**config.mk**
```make
export PLATFORM = sky130hd
export DESIGN_NAME = regfile_dump_reader
export DESIGN_NICKNAME = d
export VERILOG_FILES = /design/src/rtl/regfile_dump_reader.sv
export SDC_FILE = /design/constraint.sdc
export NUM_CORES = 1
export LEC_CHECK = 0
export ABC_AREA = 1
export ABC_CLOCK_PERIOD_IN_PS = 1500
export CAP_MARGIN = 0
export CORE_ASPECT_RATIO = 1.75
export CORE_MARGIN = 4
export CORE_UTILIZATION = 38
export CTS_BUF_LIST = sky130_fd_sc_hd__clkbuf_8 sky130_fd_sc_hd__clkbuf_16
export DETAILED_ROUTE_END_ITERATION = 10
export PLACE_DENSITY = 0.86
export SLEW_MARGIN = 5
export SYNTH_ARGS = -nofsm -noshare
export SYNTH_HDL_FRONTEND = slang
export SYNTH_SLANG_ARGS = --single-unit
```
**constraint.sdc**
```tcl
create_clock -name clk -period 1.5 [get_ports clk]
set_input_delay 0.15 -clock clk [delete_from_list [all_inputs] [get_ports clk]]
set_output_delay 0.15 -clock clk [all_outputs]
set_load 0.05 [all_outputs]
```
**src/rtl/regfile_dump_reader.sv**
```systemverilog
// Walks register addresses 0..NUM_REGS-1 through a borrowed register-file read port
// and streams each (address, data) pair over a valid/ready interface.
//
// state | meaning
// IDLE  | waiting for start; outputs idle
// FETCH | rf_address = idx, capture rf_data into the output word on the edge
// SEND  | output word valid, waiting for out_ready (or abort)
module regfile_dump_reader #(
    parameter int NUM_REGS   = 32,
    parameter int ADDR_WIDTH = 5,
    parameter int DATA_WIDTH = 32
) (
    input  logic                  clk,
    input  logic                  rst_n,
    input  logic                  start,
    input  logic                  abort,
    output logic                  busy,
    output logic                  done,
    output logic [ADDR_WIDTH-1:0] rf_address,
    input  logic [DATA_WIDTH-1:0] rf_data,
    output logic                  out_valid,
    input  logic                  out_ready,
    output logic [ADDR_WIDTH-1:0] out_address,
    output logic [DATA_WIDTH-1:0] out_data,
    output logic                  out_last
);

    localparam logic [1:0] IDLE  = 2'd0;
    localparam logic [1:0] FETCH = 2'd1;
    localparam logic [1:0] SEND  = 2'd2;

    localparam logic [ADDR_WIDTH-1:0] LAST_IDX = ADDR_WIDTH'(NUM_REGS - 1);

    logic [1:0]            state;
    logic [ADDR_WIDTH-1:0] idx;

    assign busy       = (state != IDLE);
    assign rf_address = idx;

    always_ff @(posedge clk or negedge rst_n) begin
        if (!rst_n) begin
            state       <= IDLE;
            idx         <= '0;
            done        <= 1'b0;
            out_valid   <= 1'b0;
            out_address <= '0;
            out_data    <= '0;
            out_last    <= 1'b0;
        end else begin
            done <= 1'b0;
            case (state)
                IDLE: begin
                    // abort wins over a simultaneous start
                    if (start && !abort) begin
                        idx   <= '0;
                        state <= FETCH;
                    end
                end
                FETCH: begin
                    if (abort) begin
                        state <= IDLE;
                    end else begin
                        out_data    <= rf_data;
                        out_address <= idx;
                        out_valid   <= 1'b1;
                        out_last    <= (idx == LAST_IDX);
                        state       <= SEND;
                    end
                end
                SEND: begin
                    // abort beats a same-cycle handshake: the word is treated as not accepted
                    if (abort) begin
                        out_valid <= 1'b0;
                        out_last  <= 1'b0;
                        state     <= IDLE;
                    end else if (out_ready) begin
                        out_valid <= 1'b0;
                        out_last  <= 1'b0;
                        if (idx == LAST_IDX) begin
                            done  <= 1'b1;
                            state <= IDLE;
                        end else begin
                            idx   <= idx + ADDR_WIDTH'(1);
                            state <= FETCH;
                        end
                    end
                end
                default: begin
                    state <= IDLE;
                end
            endcase
        end
    end

endmodule

```
==> metrics, run 1 <==
status=finished, final reports clean; GR Util met3=0.02703; Comb pwr share=0.548; synthesized area=about 2000 sq um; Max FO, Critical Path=6; Worst EP arrival=1.60 ns; H-tree depth=2; met2 Use GR=0.2859; Remaining DRCs=0; share of layout cells above drive strength 1=0.2186; Synth cell types=16; I/O pin total=83; die width=approximately 62 um; Startpoint Class=flip-flop; post-DR vias/cell=4.534; busiest layer in global routing=met2; n_diodes=0; clock share of power=0.129; Final Hold Fails=0; count of final setup violators=0; Max clock buf depth=2; die area=between 6000 and 7000 sq um; Total Nets Final=350; wire length per cell=about 13 um; placed cell count=356; Yosys warning total=0; Seq pwr share=0.323; Tcrit/Tclk final=0.9398; initial DRC count=81; Tmin final=1.410 ns; Slew headroom=0.8103; final wirelength=4.645 mm; Worst VDD drop=0.001522 V; max-slew violations=0; Layout Skew=around 0.0048 ns; first-pass GRT wire length=approximately 8.0 mm; number of synthesized register bits=between 40 and 50; cell row count=34; most common cell after layout, fill and taps aside=nand2_1; critical path type=flip-flop to flip-flop; largest net degree at the start of global routing=78; cell count after synthesis=223; unrepaired setup endpoints after global routing=yes; post-synthesis area per instance=~9 sq um; internal power=3.166 mW; Design Power=between 6 and 7 mW; Setup Fix Bufs, Post-CTS=0; Worst-Margin Slew=around 0.28 ns; Area growth syn-to-layout=49.84%; worst reg2reg path depth=8; Clock Latency Late Sink=0.28 ns; RePlAce Congestion=roughly 0.85; Die H=103.2 um; Max-cap violations=0; Post-Route Utilization=0.5925; syn_nets=~260; CTS tree=built; switching share of total power=0.4863; initial antenna violation count=0; vias in the first global route=about 1700; Required @ worst endpoint=approximately 1.7 ns; gr usage total=0.1545; met1 Track Usage GR=0.1725; Setup crit end kind=flip-flop; CTS Sinks=47; Root Driver=clkbuf_8; fillers=~440; First-pass DRT Iterations=5; most frequent cells in the layout=nand2_1 (63), inv_1 (47), dfrtp_1 (45), buf_4 (45), clkdlybuf4s50_1 (35); Reg clk slew, reported paths=around 0.080 ns; Leakage=about 1.6 nW; via count=about 1700; gr ovfl total=0; Post-DP HPWL=between 3 and 4 mm; fmax=about 700 MHz; Pwr per Cell Area=about 2100 nW/um^2; worst min-delay path class=input pin to async pin; core region area=between 4000 and 5000 sq um; Sw Pwr=between 2 and 3 mW; total CTS buffers=5; IO Port Bufs=a little over 80; hold_ws=about 0.37 ns; sequential area share after synthesis=0.5976; Final Non-Filler Cells=approximately 370; Final Cell Area=around 2900 sq um; Area after DPL=between 2000 and 3000 sq um; DRT antenna net count=0; initial core utilization=0.3954
routing by layer:
metal,wire [um],vias up
met5,0,-
met4,47,0
met3,205,2
met2,2702,40
met1,1690,758
li1,-,855
synthesized netlist by cell type:
library cell | number | area [sq um]
o31ai_1 | 1 | 7.510
o21ai_1 | 30 | 150.1
nand3_2 | 1 | 10.01
nand2_1 | 64 | 240.2
nand3_1 | 5 | 25.02
ha_1 | 3 | 37.54
nor3_1 | 1 | 5.000
nand4_1 | 2 | 12.51
inv_1 | 46 | 172.7
dfrtp_1 | 47 | 1176
nor2_1 | 4 | 15.01
clkbuf_1 | 3 | 11.26
a21oi_1 | 2 | 10.01
o21ai_0 | 9 | 45.04
buf_2 | 1 | 5.000
buf_6 | 4 | 45.04
critical path: stages, from the launching register on:
cell	delay [ns]
dfrtp_2	0.43
ha_4	0.18
nand2_4	0.06
nor2_4	0.04
ha_4	0.16
a21oi_2	0.14
nand3_2	0.14
nand2_1	0.10
nand2_1	0.05
repair_timing:
| item | 4_1_cts | 5_1_grt |
|---|---|---|
| setup endpoints to repair | 0 | 6 |
| gates resized for setup | 0 | 5 |
| hold buffers | 1 | 0 |
| hold endpoints to repair | 47 | 0 |
layout make-up:
class | instances | area [sq um] | share of cell area
Multi-Input combinational cell | 122 | 606.8 | 0.2058
Clock buffer | 7 | 96.34 | 0.03267
Sequential cell | 47 | 1179 | 0.3997
Timing Repair Buffer | 88 | 823.3 | 0.2792
Inverter | 46 | 172.7 | 0.05855
Clock inverter | 1 | 3.754 | 0.001273
Tap cell | 54 | 67.56 | 0.02291
sequential cells by signal (all words and copies together), names as in the netlist:
register and cells:
done 1, out_data 32, out_valid 1, out_last 1
state 2, rf_address 5, out_address 5
path summary, 6_finish.rpt:
| path | startpoint | to | slack, ns |
|---|---|---|---|
| max | rf_address[0] | rf_address[1] | 0.09 |
| min | rst_n | out_valid | 0.37 |
| max reg2reg | rf_address[0] | rf_address[1] | 0.09 |
| min reg2reg | out_valid | out_valid | 0.49 |
| max in group asynchronous | rst_n | rf_address[0] | 0.90 |
| min in group clk | rf_data[21] | out_data[21] | 0.40 |
through the flow:
step           setup WS [ns]   TNS, ns
2_1_floorplan       -0.04547   -0.2026
3_3_place_gp         0.08414         0
3_5_place_dp         0.03358         0
4_1_cts              0.01578         0
5_1_grt             -0.02427  -0.05289
6_report             0.09032         0
power by group through the flow:
stage               sequential, mW  combinational (mW)  clock, mW
finish                        1.99                3.38      0.794
global route                  2.07                3.60      0.883
CTS                           1.99                3.41      0.835
detailed placement            2.02                3.40          0
global placement              1.99                3.34          0
floorplan                     3.52               0.737          0
cell families (layout without fill, tap and decap cells):
kind of cell,count (synthesis),in the layout,share of synthesized area
and+or+nand+nor,77,77,0.1564
DFF,47,47,0.5976
buffers and inverters,54,142,0.1189
AOI/OAI and AO/OA,42,42,0.1081
adders and majority gates,3,3,0.01907
Note: power is estimated with default switching activity, not from simulation.
==> inputs of run 2 (changes only) <==
- CELL_PAD_IN_SITES_DETAIL_PLACEMENT: not set -> 1
- CELL_PAD_IN_SITES_GLOBAL_PLACEMENT: not set -> 2
- CORE_UTILIZATION: 38 -> 21
- GPL_TIMING_DRIVEN: not set -> 0
- PLACE_DENSITY: 0.86 -> 0.84
==> run 2 against run 1 <==
  * Final area is 7.6% higher
  * Critical path type is now flip-flop to primary output
  * Combinational power down 3%
  * Count of clock-buffer cells in the layout fell by 2
  * Largest power group unchanged
  * Largest cell class unchanged
  * Flip-flop and latch count did not move
  * First-iteration DRC count decreased by 42%
==> metrics, run 2 (synthesis gave the netlist of run 1 again) <==
Post-DP HPWL=4.798 mm (was 3.486 mm); Comb pwr share=0.519 (was 0.548); status=finished, final reports clean (unchanged); Pwr per Cell Area=2002 nW/um^2 (was 2090 nW/um^2); Top reg by flops=out_data (unchanged); I/O pin total=83 (unchanged); initial antenna violation count=0 (unchanged); Reg clk slew, reported paths=0.07 ns (was 0.08 ns); Tmin final=1.476 ns (was 1.410 ns); worst reg2reg path depth=8 (unchanged); Die H=136.1 um (was 103.2 um); fillers=1116 (was 443); gr usage total=0.1149 (was 0.1545); most common cell after layout, fill and taps aside=nand2_1 (unchanged); core region area=9094 sq um (was 4977 sq um); Reg-to-Reg End=rf_address[0] (was rf_address[1]); share of layout cells above drive strength 1=0.1118 (was 0.2186); Max FO, Critical Path=5 (was 6); FF-to-FF Start=rf_address[1] (was rf_address[0]); Required @ worst endpoint=1.35 ns (was 1.69 ns); cell row count=46 (was 34); switching share of total power=0.4939 (was 0.4863); Worst VDD drop=0.0006970 V (was 0.001522 V); Startpoint Class=flip-flop (unchanged); cells along the critical path=dlygate4sd2_1 (was ha_4 -> nand2_4 -> nor2_4 -> ha_4 -> a21oi_2 -> nand3_2 -> nand2_1 -> nand2_1); Clock Latency Late Sink=0.29 ns (was 0.28 ns); post-DR vias/cell=4.052 (was 4.534); Root Driver=clkbuf_16 (was clkbuf_8); total CTS buffers=5 (unchanged); DRT antenna net count=0 (unchanged); Bufs and invs on worst path=1 (was 0); Area growth syn-to-layout=61.16% (was 49.84%); clock share of power=0.168 (was 0.129); initial core utilization=0.2164 (was 0.3954); Layout Skew=0.009012 ns (was 0.004783 ns); internal power=3.213 mW (was 3.166 mW); CP max stage delay=0.57 ns (was 0.43 ns); CTS tree=built (unchanged); Remaining DRCs=0 (unchanged); die area=11050 sq um (was 6440 sq um); Worst EP arrival=1.33 ns (was 1.60 ns); Worst path top cell family by delay=buffers and inverters (was flip-flops); Setup TNS Final=0 ns (unchanged); max FFs per register=32 (unchanged); final wirelength=6.137 mm (was 4.645 mm); n_diodes=0 (unchanged); Setup crit end kind=primary output (was flip-flop); final worst slack=0.02438 ns (was 0.09032 ns); initial DRC count=47 (was 81); first-pass GRT wire length=9.604 mm (was 7.955 mm); Max-cap violations=0 (unchanged); wire length per cell=13.88 um (was 12.73 um); Max clock buf depth=2 (unchanged); unrepaired setup endpoints after global routing=yes (unchanged); Final Hold Fails=0 (unchanged); max-slew violations=0 (unchanged); Total Nets Final=361 (was 350); count of final setup violators=0 (unchanged); Sw Pwr=3.136 mW (was 2.997 mW); Seq pwr share=0.313 (was 0.323); Leakage=1.698 nW (was 1.580 nW); Tcrit/Tclk final=0.9837 (was 0.9398); RePlAce Congestion=0.7836 (was 0.8498); via count=1791 (was 1655); vias in the first global route=1902 (was 1665); H-tree depth=2 (unchanged); R2R setup slack=0.06 ns (was 0.09 ns); Post-Route Utilization=0.3488 (was 0.5925); Slew headroom=0.6389 (was 0.8103); CTS Sinks=47 (unchanged); First-pass DRT Iterations=3 (was 5); Worst-Margin Slew=0.5417 ns (was 0.2846 ns); worst min-delay path class=input pin to async pin (unchanged); fmax=677.7 MHz (was 709.4 MHz); die width=81.18 um (was 62.40 um); largest net degree at the start of global routing=28 (was 78); most frequent cells in the layout=nand2_1 (62), inv_1 (47), dfrtp_1 (45) (was nand2_1 (63), inv_1 (47), dfrtp_1 (45), buf_4 (45), clkdlybuf4s50_1 (35)); CP max-delay cell=dlygate4sd2_1 (was dfrtp_2); IO Port Bufs=82 (unchanged); gr ovfl total=0 (unchanged); dpl ws=-0.1514 ns (was 0.03358 ns); critical path type=flip-flop to primary output (was flip-flop to flip-flop); critical path depth=1 (was 8)
==> run 2: cell count changes in the layout (fill, tap and decap cells not counted), sizes merged <==
cell and delta:
clkbuf +1, clkdlybuf4s15 +1, clkinv +1, buf -37, clkinvlp +1, dlygate4sd2 +44
==> run 2: final cells by class <==
cell class	instances	area [sq um]	area share
plain buffers	8	65.06	0.02051
clock buffers	5	125.1	0.03945
clock inverters	3	16.27	0.005128
inverters	46	172.7	0.05444
multi-input cells	122	624.3	0.1968
flip-flops and latches	47	1179	0.3716
well taps	120	150.1	0.04734
repair buffers	91	839.6	0.2647
==> run 2: through the flow <==
stage / total power [mW] / cell area [sq um] / hold slack, ns / cells
global route: 6.726 / 3172 / 0.4156 / 442
CTS: 6.449 / 3149 / 0.3894 / 441
detailed placement: 5.623 / 2977 / 0.1626 / 426
floorplan: 4.260 / 1991 / -0.1456 / 223
global placement: 5.521 / 2962 / 0.4672 / 425
finish: 6.349 / 3172 / 0.4005 / 442
==> run 2: worst max-delay path by stage <==
| stage | start | endpoint | slack [ns] |
|---|---|---|---|
| floorplan | rf_address[1] | rf_address[2] | -0.05 |
| detailed placement | abort | out_data[0] | -0.15 |
| global route | rf_address[1] | rf_address[0] | -0.02 |
| global placement | rst_n | rf_address[1] | -1.35 |
| finish | rf_address[4] | rf_address[4] | 0.02 |
| CTS | rf_address[0] | rf_address[0] | 0.003 |
==> run 2: timing repair <==
item                       in CTS  in global routing
hold endpoints to repair       20                  0
buffers inserted                6                  1
hold buffers                    1                  0
pin swaps                       6                  2
setup endpoints to repair      52                 20
resized for setup              55                 11
==> run 2: routing by layer <==
layer / part of all wire / global-route usage / wire length, um
met1: 0.34 / 0.1094 / 2115
met3: 0.037 / 0.01857 / 226
met4: 0.026 / 0.05075 / 157
met5: 0 / 0 / 0
met2: 0.59 / 0.2292 / 3637
==> run 2: power by group through the flow <==
stage / sequential, mW / clock [mW] / combinational [mW]
after global routing: 2.06 / 1.15 / 3.52
after floorplan: 3.52 / 0 / 0.737
after CTS: 1.99 / 1.12 / 3.34
after global placement: 2.00 / 0 / 3.52
after detailed placement: 2.03 / 0 / 3.59
final: 1.99 / 1.07 / 3.29
==> run 2: worst register-to-register path, stage by stage, from the launching register on <==
cell,delay [ns]
dfrtp_2,0.44
ha_4,0.19
nand2_4,0.08
nor2_4,0.05
ha_4,0.18
a21oi_4,0.16
nand3_4,0.12
nand2_1,0.08
nand2_1,0.05
==> inputs of run 3 (changes only) <==
- CAP_MARGIN: 0 -> not set
- MAX_ROUTING_LAYER: not set -> met4
==> run 3 against run 2 <==
  * First-iteration DRC count up 13%
  * Cell count down 0.23%
  * Hold slack worse by 0.0017 ns
  * Maximum frequency about the same
  * Register-to-register slack about the same
  * Critical endpoint unchanged
==> metrics, run 3 (synthesis gave the netlist of run 1 again) <==
total CTS buffers=5 (unchanged); Final Non-Filler Cells=441 (was 442); IO Port Bufs=82 (unchanged); dpl ws=-0.1514 ns (unchanged); Leakage=1.694 nW (was 1.698 nW); Worst EP arrival=1.33 ns (about the same); cell row count=46 (unchanged); die width=81.18 um (unchanged); hold_ws=0.3988 ns (was 0.4005 ns); RePlAce Congestion=0.7955 (was 0.7836); Worst VDD drop=0.0006974 V (was 0.0006970 V); gr usage total=0.1181 (was 0.1149); Max FO, Critical Path=5 (unchanged); wire length per cell=13.88 um (about the same); initial antenna violation count=0 (unchanged); Root Driver=clkbuf_16 (unchanged); unrepaired setup endpoints after global routing=yes (unchanged); count of final setup violators=0 (unchanged); H-tree depth=2 (unchanged); via count=1786 (was 1791); Final Cell Area=3164 sq um (was 3172 sq um); most common cell after layout, fill and taps aside=nand2_1 (unchanged); status=finished, final reports clean (unchanged); First-pass DRT Iterations=4 (was 3); post-DR vias/cell=4.050 (was 4.052); Total Nets Final=360 (was 361); Area after DPL=2977 sq um (unchanged); Post-DP HPWL=4.798 mm (unchanged); n_diodes=0 (unchanged); Max-cap violations=0 (unchanged); Reg clk slew, reported paths=0.07 ns (about the same); Worst-Margin Slew=0.5428 ns (was 0.5417 ns); largest net degree at the start of global routing=28 (unchanged); final wirelength=6.123 mm (was 6.137 mm); Pwr per Cell Area=2006 nW/um^2 (was 2002 nW/um^2); Tmin final=1.476 ns (about the same); worst min-delay path class=input pin to async pin (unchanged); vias in the first global route=1906 (was 1902); Slew headroom=0.6381 (was 0.6389); Top reg by flops=out_data (unchanged); critical path type=flip-flop to primary output (unchanged); core region area=9094 sq um (unchanged); share of layout cells above drive strength 1=0.1090 (was 0.1118); Layout Skew=0.01016 ns (was 0.009012 ns); Bufs and invs on worst path=1 (unchanged); die area=11050 sq um (unchanged); initial DRC count=53 (was 47); Remaining DRCs=0 (unchanged); Setup crit end kind=primary output (unchanged); initial core utilization=0.2164 (unchanged); CP max stage delay=0.57 ns (about the same); max FFs per register=32 (unchanged); first-pass GRT wire length=9.604 mm (unchanged); Required @ worst endpoint=1.35 ns (about the same); Max clock buf depth=2 (unchanged); fmax=677.3 MHz (was 677.7 MHz); CTS Sinks=47 (unchanged); Setup TNS Final=0 ns (unchanged); cells along the critical path=dlygate4sd2_1 (unchanged); most frequent cells in the layout=nand2_1 (62), inv_1 (47), dfrtp_1 (45) (unchanged); gr ovfl total=0 (unchanged); Final Hold Fails=0 (unchanged); final worst slack=0.02357 ns (was 0.02438 ns); Die H=136.1 um (unchanged); Worst path top cell family by delay=buffers and inverters (unchanged); Tcrit/Tclk final=0.9843 (was 0.9837); Area growth syn-to-layout=60.78% (was 61.16%); placed cell count=426 (unchanged); I/O pin total=83 (unchanged); max-slew violations=0 (unchanged); DRT antenna net count=0 (unchanged); Startpoint Class=flip-flop (unchanged); CP max-delay cell=dlygate4sd2_1 (unchanged); CTS tree=built (unchanged); Clock Latency Late Sink=0.29 ns (about the same)
[run 3: cell count changes in the layout (fill, tap and decap cells not counted)]
cell   previous run  this run
buf_4             7         6
[run 3: area by class of cell]
cell class,instances,area [sq um]
clock buffers,5,125.1
multi-input cells,122,624.3
plain buffers,8,65.06
flip-flops and latches,47,1179
fillers,1116,5929
well taps,120,150.1
inverters,46,172.7
repair buffers,90,832.0
clock inverters,3,16.27
[run 3: stage by stage]
step | power (mW) | util
after floorplan | 4.260 | -
after global placement | 5.521 | 0.3257
after detailed placement | 5.623 | 0.3273
after CTS | 6.449 | 0.3463
after global routing | 6.724 | 0.3480
final | 6.347 | 0.3480
[run 3: power by group]
part	switching, mW	total (mW)	internal [mW]
logic	2.42	3.29	0.878
clock network	0.456	1.06	0.608
registers	0.263	1.99	1.73
total	3.13	6.35	3.21
[run 3: per-layer routing]
metal	global-route usage	wire, um	up-vias
met5	-	0	-
met4	0.05075	159	0
met3	0.01857	230	10
met2	0.2301	3641	45
met1	0.1085	2092	852
li1	-	-	879
[run 3: timing repair]
item / in CTS / in global routing
endpoints found under the setup margin: 52 / 20
resized for setup: 55 / 11
setup buffers: 6 / 0
hold buffers: 1 / 0
hold endpoints to repair: 20 / 0
pin swaps: 6 / 3
[run 3: final timing paths]
check	from	endpoint	slack, ns	depth (start not counted)
setup / recovery	rf_address[4]	rf_address[4]	0.02	1
min in group clk	rf_data[8]	out_data[8]	0.41	3
setup reg to reg	rf_address[1]	rf_address[0]	0.05	8
max in group asynchronous	rst_n	out_data[6]	0.56	3
hold reg to reg	out_data[27]	out_data[27]	0.48	2
hold / removal	rst_n	out_data[30]	0.40	2
